<file path="config.mk">
export PLATFORM = sky130hd
export DESIGN_NAME = pipe_sched_flat
export DESIGN_NICKNAME = d
export VERILOG_FILES = /design/src/rtl/pipe_sched_if.sv /design/src/rtl/pipe_sched.sv /design/src/flat_wrapper.sv
export SDC_FILE = /design/constraint.sdc
export NUM_CORES = 1
export LEC_CHECK = 0
export ABC_CLOCK_PERIOD_IN_PS = 3780
export CAP_MARGIN = 15
export CORE_MARGIN = 10
export CORE_UTILIZATION = 49
export DETAILED_ROUTE_END_ITERATION = 10
export PLACE_DENSITY = 0.8
export SYNTH_ARGS = -nofsm -noshare
export SYNTH_HDL_FRONTEND = slang
export SYNTH_SLANG_ARGS = --single-unit
</file>
<file path="constraint.sdc">
create_clock -name psi_clk -period 3.78 [get_ports psi_clk]
set_clock_uncertainty 0.15 [all_clocks]
set_input_delay 0.756 -clock psi_clk [delete_from_list [all_inputs] [get_ports psi_clk]]
set_output_delay 0.756 -clock psi_clk [all_outputs]
set_load 0.005 [all_outputs]
</file>
<file path="src/rtl/pipe_sched_if.sv">
// pipe_sched_if: pipeline-scheduler bus bundling the psi_* controls and the pso_* step/stage/interrupt results
// Ports: psi_div, psi_pause_*, psi_flush, psi_soft_int*, psi_irq, psi_eret, psi_epc in; pso_tick, pso_stage_*, pso_set_pc, pso_epc, pso_int_id, pso_busy out
// PIPE_SCHED_PERF_EN adds psi_perf_clr in and pso_stall_ticks out
interface pipe_sched_if #(
  parameter int STAGES = 5,
  parameter int ADDR_W = 16,
  parameter int CNT_W = 4,
  parameter int NUM_IRQ = 4,
  parameter int DIV_W = 24
);
  logic [DIV_W-1:0] psi_div;
  logic psi_pause_request;
  logic [2:0] psi_pause_stage;
  logic [CNT_W-1:0] psi_pause_count;
  logic psi_flush;
  logic psi_soft_int;
  logic [3:0] psi_soft_int_id;
  logic [NUM_IRQ-1:0] psi_irq;
  logic psi_eret;
  logic [ADDR_W-1:0] psi_epc;
  logic pso_tick;
  logic [STAGES-1:0] pso_stage_en;
  logic [STAGES-1:0] pso_stage_bubble;
  logic pso_set_pc;
  logic [ADDR_W-1:0] pso_epc;
  logic [3:0] pso_int_id;
  logic pso_busy;
`ifdef PIPE_SCHED_PERF_EN
  logic psi_perf_clr;
  logic [15:0] pso_stall_ticks;
`endif
  modport master(
`ifdef PIPE_SCHED_PERF_EN
    output psi_perf_clr, input pso_stall_ticks,
`endif
    output psi_div, psi_pause_request, psi_pause_stage, psi_pause_count, psi_flush,
    output psi_soft_int, psi_soft_int_id, psi_irq, psi_eret, psi_epc,
    input pso_tick, pso_stage_en, pso_stage_bubble, pso_set_pc, pso_epc, pso_int_id, pso_busy
  );
  modport slave(
`ifdef PIPE_SCHED_PERF_EN
    input psi_perf_clr, output pso_stall_ticks,
`endif
    input psi_div, psi_pause_request, psi_pause_stage, psi_pause_count, psi_flush,
    input psi_soft_int, psi_soft_int_id, psi_irq, psi_eret, psi_epc,
    output pso_tick, pso_stage_en, pso_stage_bubble, pso_set_pc, pso_epc, pso_int_id, pso_busy
  );
endinterface

</file>
<file path="src/rtl/pipe_sched.sv">
// pipe_sched: step-tick divider, stage enable/bubble generation, hazard pause, flush and interrupt arbitration
// Ports: psi_clk system clock; psi_rst sync active-low reset; bus (pipe_sched_if.slave) carries all psi_*/pso_* signals
// PIPE_SCHED_PERF_EN adds a saturating stall-tick counter (pso_stall_ticks, cleared by psi_perf_clr)
module pipe_sched #(
  parameter int STAGES = 5,
  parameter int ADDR_W = 16,
  parameter int CNT_W = 4,
  parameter int NUM_IRQ = 4,
  parameter int DIV_W = 24
) (
  input logic psi_clk,
  input logic psi_rst,
  pipe_sched_if.slave bus
);
  typedef enum logic {RUN, STALL} state_t;
  state_t state, state_nx;
  logic [DIV_W-1:0] cnt;
  logic [CNT_W-1:0] rem, rem_nx;
  logic [2:0] stg_q, stg_nx, stg;
  logic [NUM_IRQ-1:0] irq_q, pend, win_mask;
  logic [STAGES-1:0] en, bub;
  logic [ADDR_W-1:0] epc_q;
  logic [3:0] id_q, hw_id;
  logic in_svc, tick, hold, accept;
  // reset gating keeps every tick-qualified output low while psi_rst is asserted
  assign tick = psi_rst && cnt >= bus.psi_div;
  assign hold = state == STALL || bus.psi_pause_request;
  assign stg = state == STALL ? stg_q : bus.psi_pause_stage;
  assign accept = tick && !hold && !in_svc && (bus.psi_soft_int || |pend);
  always_comb begin
    hw_id = '0;
    for (int i = NUM_IRQ - 1; i >= 0; i--) if (pend[i]) hw_id = 4'(8 + i);
  end
  assign win_mask = bus.psi_soft_int ? '0 : NUM_IRQ'(1) << hw_id[2:0];
  always_ff @(posedge psi_clk)
    if (!psi_rst) begin
      state <= RUN;
      rem <= '0;
      stg_q <= '0;
    end else begin
      state <= state_nx;
      rem <= rem_nx;
      stg_q <= stg_nx;
    end
  always_comb begin
    state_nx = state;
    rem_nx = rem;
    stg_nx = stg_q;
    if (tick && state == STALL) begin
      rem_nx = rem - CNT_W'(1);
      state_nx = rem == CNT_W'(1) ? RUN : STALL;
    end else if (tick && bus.psi_pause_request) begin
      rem_nx = bus.psi_pause_count - CNT_W'(bus.psi_pause_count != '0);
      stg_nx = bus.psi_pause_stage;
      state_nx = rem_nx != '0 ? STALL : RUN;
    end
  end
  always_comb begin
    en = '0;
    bub = '0;
    for (int i = 0; i < STAGES; i++) begin
      en[i] = tick && (!hold || i > int'(stg));
      bub[i] = tick && (hold ? i == int'(stg) + 1 : (i == 1 && (accept || bus.psi_flush)) || (i == 2 && accept));
    end
  end
  always_ff @(posedge psi_clk)
    if (!psi_rst) begin
      cnt <= '0;
      irq_q <= '0;
      pend <= '0;
      in_svc <= 1'b0;
      epc_q <= '0;
      id_q <= '0;
    end else begin
      cnt <= tick ? '0 : cnt + DIV_W'(1);
      irq_q <= bus.psi_irq;
      pend <= (pend & ~(accept ? win_mask : '0)) | (bus.psi_irq & ~irq_q);
      in_svc <= accept || (in_svc && !bus.psi_eret);
      if (accept) begin
        epc_q <= bus.psi_epc;
        id_q <= bus.psi_soft_int ? bus.psi_soft_int_id : hw_id;
      end
    end
  assign bus.pso_tick = tick;
  assign bus.pso_stage_en = en;
  assign bus.pso_stage_bubble = bub;
  assign bus.pso_set_pc = accept;
  assign bus.pso_epc = epc_q;
  assign bus.pso_int_id = id_q;
  assign bus.pso_busy = state == STALL || in_svc;
`ifdef PIPE_SCHED_PERF_EN
  logic [15:0] stall_ticks;
  always_ff @(posedge psi_clk)
    if (!psi_rst || bus.psi_perf_clr) stall_ticks <= '0;
    else if (tick && !(&en) && !(&stall_ticks)) stall_ticks <= stall_ticks + 16'd1;
  assign bus.pso_stall_ticks = stall_ticks;
`else
`endif
endmodule
</file>
<file path="src/flat_wrapper.sv">
// flat-port wrapper written by rule: the top's interface ports become plain ports
module pipe_sched_flat 
#(
  parameter int STAGES = 5,
  parameter int ADDR_W = 16,
  parameter int CNT_W = 4,
  parameter int NUM_IRQ = 4,
  parameter int DIV_W = 24
)
  (psi_clk, psi_rst, bus_psi_div, bus_psi_pause_request, bus_psi_pause_stage, bus_psi_pause_count, bus_psi_flush, bus_psi_soft_int, bus_psi_soft_int_id, bus_psi_irq, bus_psi_eret, bus_psi_epc, bus_pso_tick, bus_pso_stage_en, bus_pso_stage_bubble, bus_pso_set_pc, bus_pso_epc, bus_pso_int_id, bus_pso_busy);
  pipe_sched_if #(.STAGES(STAGES), .ADDR_W(ADDR_W), .CNT_W(CNT_W), .NUM_IRQ(NUM_IRQ), .DIV_W(DIV_W)) bus_i ();
  input logic psi_clk;
  input logic psi_rst;
  input wire logic [$bits(bus_i.psi_div)-1:0] bus_psi_div;
  input wire logic [$bits(bus_i.psi_pause_request)-1:0] bus_psi_pause_request;
  input wire logic [$bits(bus_i.psi_pause_stage)-1:0] bus_psi_pause_stage;
  input wire logic [$bits(bus_i.psi_pause_count)-1:0] bus_psi_pause_count;
  input wire logic [$bits(bus_i.psi_flush)-1:0] bus_psi_flush;
  input wire logic [$bits(bus_i.psi_soft_int)-1:0] bus_psi_soft_int;
  input wire logic [$bits(bus_i.psi_soft_int_id)-1:0] bus_psi_soft_int_id;
  input wire logic [$bits(bus_i.psi_irq)-1:0] bus_psi_irq;
  input wire logic [$bits(bus_i.psi_eret)-1:0] bus_psi_eret;
  input wire logic [$bits(bus_i.psi_epc)-1:0] bus_psi_epc;
  output wire logic [$bits(bus_i.pso_tick)-1:0] bus_pso_tick;
  output wire logic [$bits(bus_i.pso_stage_en)-1:0] bus_pso_stage_en;
  output wire logic [$bits(bus_i.pso_stage_bubble)-1:0] bus_pso_stage_bubble;
  output wire logic [$bits(bus_i.pso_set_pc)-1:0] bus_pso_set_pc;
  output wire logic [$bits(bus_i.pso_epc)-1:0] bus_pso_epc;
  output wire logic [$bits(bus_i.pso_int_id)-1:0] bus_pso_int_id;
  output wire logic [$bits(bus_i.pso_busy)-1:0] bus_pso_busy;
  assign bus_i.psi_div = bus_psi_div;
  assign bus_i.psi_pause_request = bus_psi_pause_request;
  assign bus_i.psi_pause_stage = bus_psi_pause_stage;
  assign bus_i.psi_pause_count = bus_psi_pause_count;
  assign bus_i.psi_flush = bus_psi_flush;
  assign bus_i.psi_soft_int = bus_psi_soft_int;
  assign bus_i.psi_soft_int_id = bus_psi_soft_int_id;
  assign bus_i.psi_irq = bus_psi_irq;
  assign bus_i.psi_eret = bus_psi_eret;
  assign bus_i.psi_epc = bus_psi_epc;
  assign bus_pso_tick = bus_i.pso_tick;
  assign bus_pso_stage_en = bus_i.pso_stage_en;
  assign bus_pso_stage_bubble = bus_i.pso_stage_bubble;
  assign bus_pso_set_pc = bus_i.pso_set_pc;
  assign bus_pso_epc = bus_i.pso_epc;
  assign bus_pso_int_id = bus_i.pso_int_id;
  assign bus_pso_busy = bus_i.pso_busy;
  pipe_sched #(.STAGES(STAGES), .ADDR_W(ADDR_W), .CNT_W(CNT_W), .NUM_IRQ(NUM_IRQ), .DIV_W(DIV_W)) u_core (.psi_clk(psi_clk), .psi_rst(psi_rst), .bus(bus_i));
endmodule
</file>
; Yosys cells after proc, flatten, opt, wreduce, memory -nomap -nowiden
; Index checks and enable logic that the tools add are counted.
[totals]
latch_bits = 0
inputBits = 61
mem_bits_rw = 0
rom_bits = 0
output_inout_bits = 33
wordCells = 85
reg_bits = 61
memories = 0
[classes]
mul = 0
shifts = 1
n_reduce_logical = 35
eq_ne = 5
muxes = 19
add_sub_neg = 4
n_div = 0
bitwise = 7
n_lt_le_gt_ge = 5
[ops]
columns = cell, n
row1 = 3-bit by 32-bit equality test with 1-bit output (first input constant), 2
row2 = 4-bit two-way mux, 9
row3 = 2-bit by 32-bit equality test with 1-bit output (first input constant), 1
row4 = 4-bit by 32-bit equality test with 1-bit output (first input constant), 1
row5 = 32-bit zero test, 1
row6 = 24-bit by 1-bit adder with 24-bit output (second input constant), 1
row7 = 24-bit >= comparator, 1
row8 = 1-bit logical AND, 16
row9 = 1-bit logical OR, 9
row10 = 1-bit two-way mux, 9
row11 = 4-bit AND, 2
row12 = 4-bit inverter, 2
row13 = 4-bit nonzero test, 2
row14 = 2-bit by 3-bit greater-than comparator with 1-bit output (first input constant), 2
row15 = 3-bit by 1-bit adder with 4-bit output (second input constant), 1
row16 = 4-bit by 1-bit equality test with 1-bit output (second input constant), 1
row17 = 4-bit bitwise OR, 1
row18 = 4-bit OR reduction, 1
row19 = 1-bit by 3-bit left shift with 4-bit output (first input constant), 1
row20 = 4-bit by 1-bit subtractor with 4-bit output, 1
row21 = 4-bit by 1-bit subtractor with 4-bit output (second input constant), 1
row22 = 1-bit by 3-bit greater-than comparator with 1-bit output (first input constant), 1
row23 = 3-bit greater-than comparator (first input constant), 1
row24 = 1-bit zero test, 3
row25 = other kinds (5), 6

; Depth between registers and ports, before layout
[logic_depth]
word_depth = 10
depth_mapped = 9
ltp_nobuf = 8

; Worst setup path after synthesis
; No wires, ideal clock.
[synth_path]
kind = input -> output
start = input bus_psi_div[21]
end = output bus_pso_stage_en[3]
slack_ns = 0.476
stages = 7
arrival_time_ns = 2.398
required_ns = 2.874
path_cell_list = inv_1 -> ha_1 -> nand4_2 -> nor4_2 -> nor3b_2 -> o21ai_1 -> a2111oi_0
[synth_between]
elab_chain_len = 3
[synth_rtl]
columns = element, line
row1 = start: declaration, flat_wrapper.sv:14  ; input wire logic [$bits(bus_i.psi_div)-1:0] bus_psi_div;
row2 = 24-bit >= comparator, pipe_sched.sv:26  ; assign tick = psi_rst && cnt >= bus.psi_div;
row3 = 1-bit logical AND, pipe_sched.sv:26
row4 = 1-bit logical AND, pipe_sched.sv:62  ; en[i] = tick && (!hold || i > int'(stg));
row5 = end: declaration, flat_wrapper.sv:25  ; output wire logic [$bits(bus_i.pso_stage_en)-1:0] bus_pso_stage_en;
; No other way between the ends.

; Final worst setup path
[layout_path]
start = input bus_psi_div[18]
end = output bus_pso_stage_bubble[2]
[layout_between]
elab_chain_len = 7
[layout_rtl]
columns = element, line
row1 = 24-bit >= comparator (*), pipe_sched.sv:26
row2 = 1-bit logical AND (*), pipe_sched.sv:26
row3 = 1-bit logical AND (3 in series), pipe_sched.sv:29  ; assign accept = tick && !hold && !in_svc && (bus.psi_soft_int || |pend);
row4 = 1-bit two-way mux, pipe_sched.sv:63  ; bub[i] = tick && (hold ? i == int'(stg) + 1 : (i == 1 && (accept || bus.psi_flush)) || (i == 2 && accept));
row5 = 1-bit logical AND (*), pipe_sched.sv:63
row6 = end: declaration, flat_wrapper.sv:26  ; output wire logic [$bits(bus_i.pso_stage_bubble)-1:0] bus_pso_stage_bubble;
; Every way passes the cells marked *; elsewhere a longest branch is shown, timed or not.

==> reports/metrics.csv <==
stage,metric,value,unit
status,status,finished clean,
cells_and_area,fin_nets,631,
clock_network,clk_path_buf_depth,2,
timing,relSlewSlack,0.5650,
power_and_ir_drop,irDropWorstVdd,0.0002719,V
drt,wl_per_cell,15.61,um
synthesis,synth-main-ff-cell,dfxtp_1,
floorplanning,num_rows,30,
drt,vias,3381,
cells_and_area,synthToLayoutAreaGrowth,45.51,%
timing,fin_crit,3728,ps
clock_network,clock_latency,340,ps
clock_network,clock-sinks,61,
timing,worst_pin_slew,651.6,ps
global_routing,grt_max_degree,63,
global_routing,grt_pass1_wl,16.04,mm
power_and_ir_drop,powerDensity,289.8,nW/um2
clock_network,cts_root_buf,clkbuf_8,
clock_network,clk_pin_slew,60,ps
critical_path,startpoint_type,primary input,
critical_path,cpMostUsedCell,buf_6,
job,drv_cap,0,
timing,setup_viol,0,
synthesis,yosysSeqAreaShare,0.3481,
drt,firstDrtPassIters,4,
critical_path,end_kind,primary output,
floorplanning,initial_core_util,0.5107,
synthesis,synth_area_leader_cell,dfxtp_1,
critical_path,max_stage_delay,390,ps
synthesis,synthTopCellsByCount,"76 x nand2_1, 61 x dfxtp_1, 49 x nor2_1",
timing,fmax,268.3,MHz
synthesis,synth-seq-cells,61,
cells_and_area,nFillCells,493,
synthesis,avgSynthCellArea,8.047,um2
critical_path,cp_data_arrival_time,2820,ps
clock_network,htreeDepth,3,
cells_and_area,num_antenna_cells,0,
placed_design,pre_cts_ws,-615.3,ps
drt,drt-initial-drc-count,166,
synthesis,syn_area,3508,um2
synthesis,synthTopCellsByArea,"dfxtp_1 35%, ha_1 10%, nand2_1 8.1%, mux2i_1 6.6%, nor2_1 5.2%",
timing,final-hold-violation-count,0,
critical_path,crit_required,2870,ps
critical_path,worst-path-max-fanout,7,
placed_design,hpwl,6.956,mm
timing,drv_slew,0,
critical_path,cpMaxStageDelayCell,nor4_4,
synthesis,synth-edff-count,0,
drt,drc_errors,0,
global_routing,grt_pass1_vias,3434,
global_routing,antenna_found_initial,0,
synthesis,synthArstFlopShare,0,
synthesis,ys_types,55,
timing,fin_ws,52.22,ps
placed_design,gp_congestion,0.8336,
timing,whs,306.6,ps
critical_path,criticalPathCategory,in2out,
synthesis,netlist_instances,436,
global_routing,track_usage,0.1735,
synthesis,yosysMostFrequentCell,nand2_1,
floorplanning,die-height,104.6,um
placed_design,port-buffer-count,92,
floorplanning,core_area,6869,um2
clock_network,cts_tree,yes,
drt,post_drt_via_cell_ratio,5.275,
worst_hold_path,hold_class,reg2reg,
clock_network,cts_buffers,9,
power_and_ir_drop,p_leak,2.158,nW
synthesis,yosys_warnings,0,
floorplanning,die_area,10940,um2
synthesis,syn_nets,526,
synthesis,synth_top_area_frac,0.3481,
floorplanning,dieWidth,104.6,um
timing,period_share,0.9862,
global_routing,grt_overflow_total,0,
drt,wl,10.01,mm
critical_path,worstPathCellList,dlygate4sd2_1 > inv_2 > ha_4 > nand4_1 > nor4_4 > nor3b_4 > o21ai_4 > buf_6 > buf_6 > a21oi_2 > buf_2,
floorplanning,boundaryPins,94,
drt,ant_nets,0,
cells_and_area,drive_gt1_frac,0.1927,
-- area by class of cell --
| cell class | instances | area [um2] | area share |
|---|---|---|---|
| Multi-Input combinational cell | 319 | 2357 | 0.4618 |
| Sequential cell | 61 | 1221 | 0.2392 |
| Timing Repair Buffer | 112 | 1051 | 0.2059 |
| Inverter | 38 | 142.6 | 0.02794 |
| Clock buffer | 10 | 137.6 | 0.02696 |
| Tap cell | 96 | 120.1 | 0.02353 |
| Clock inverter | 5 | 75.07 | 0.01471 |
-- critical path: cells and delay by family --
family / cells / cell delay (ps)
adders and majority gates: 1 / 260
and+or+nand+nor: 3 / 920
AOI/OAI and AO/OA: 2 / 200
buffers and inverters: 5 / 680
-- logic make-up (layout without fill, tap and decap cells) --
kind of cell | after synthesis | after routing | share of synthesized area
DFF | 61 | 61 | 0.3481
muxes | 24 | 24 | 0.06883
and+or+nand+nor | 185 | 185 | 0.2450
AOI/OAI and AO/OA | 55 | 55 | 0.1009
other | 1 | 1 | 0.001069
buffers and inverters | 56 | 165 | 0.07025
xor gates and xnor gates | 25 | 25 | 0.06241
adders and majority gates | 29 | 29 | 0.1034
-- registers in the layout, summed over array words and instances (netlist names) --
signal / flops
u_core.bus.pso_epc: 16
u_core.bus.pso_int_id: 4
u_core.cnt: 24
u_core.in_svc: 1
u_core.irq_q: 4
u_core.pend: 4
u_core.rem: 4
u_core.state: 1
u_core.stg_q: 3
-- power by group --
part	leakage [nW]	internal (mW)	switching (mW)
registers	0.494	0.651	0.00868
logic	1.55	0.101	0.0836
clock network	0.112	0.382	0.253
total	2.16	1.13	0.345
-- routing by layer --
layer / share of wire / track usage / vias up / wire (um)
li1: - / - / 1676 / -
met1: 0.41 / 0.1957 / 1567 / 4079
met2: 0.47 / 0.2793 / 116 / 4733
met3: 0.094 / 0.07740 / 22 / 936
met4: 0.026 / 0.07353 / 0 / 259
met5: 0 / 0 / - / 0
-- timing repair --
action | in CTS | in global routing
gates cloned | 0 | 0
setup buffers | 4 | 1
hold buffers | 0 | 0
setup endpoints to repair | 11 | 11
pin swaps | 23 | 18
gates resized for setup | 83 | 37
-- cell usage in the layout, fill, tap and decap left out, types with 2 or more instances in the layout --
master / Yosys / routed
o311ai_0: 2 / 2
xnor2_1: 12 / 12
and3_1: 4 / 4
buf_2: 4 / 11
nor2_1: 49 / 45
a21oi_2: 0 / 2
ha_4: 0 / 15
nand2b_1: 5 / 4
nor2b_1: 5 / 5
dlygate4sd2_1: 0 / 9
nor2_2: 1 / 4
nand2_1: 76 / 74
buf_6: 2 / 3
mux2i_1: 23 / 23
nor3_1: 9 / 6
nand4_1: 9 / 9
bufinv_16: 0 / 2
buf_4: 1 / 16
and2_1: 4 / 4
nand3_1: 9 / 8
o32ai_1: 2 / 2
ha_1: 29 / 14
inv_1: 38 / 24
clkdlybuf4s50_1: 0 / 62
o22ai_1: 4 / 4
nor3_2: 0 / 3
o21ai_0: 12 / 11
inv_2: 0 / 14
dfxtp_1: 61 / 61
clkinv_2: 0 / 3
nor4_1: 3 / 3
a21oi_1: 19 / 17
clkbuf_8: 0 / 10
xor2_1: 13 / 13
dlymetal6s2s_1: 0 / 9
-- per-stage QoR --
step                TNS, ps  total power [mW]  area (um2)  utilization  cells
floorplan                 0            0.7471        3508            -    436
global placement      -4629            0.8282        4566       0.6647    621
detailed placement    -5298            0.8335        4566       0.6647    621
CTS                  -9.587             1.477        4922       0.7166    640
global route         -79.76             1.538        5105       0.7432    641
finish                    0             1.479        5105       0.7432    641
-- worst paths after layout --
check	slack [ps]	end	cells past startpoint	from
max	50	bus_pso_stage_bubble[2]	11	bus_psi_div[18]
max reg2reg	1100	u_core.bus.pso_int_id[3]	11	u_core.cnt[19]
min	310	u_core.bus.pso_epc[9]	2	u_core.bus.pso_epc[9]
min reg2reg	310	u_core.bus.pso_epc[9]	2	u_core.bus.pso_epc[9]
(Power assumes the default switching activity.)
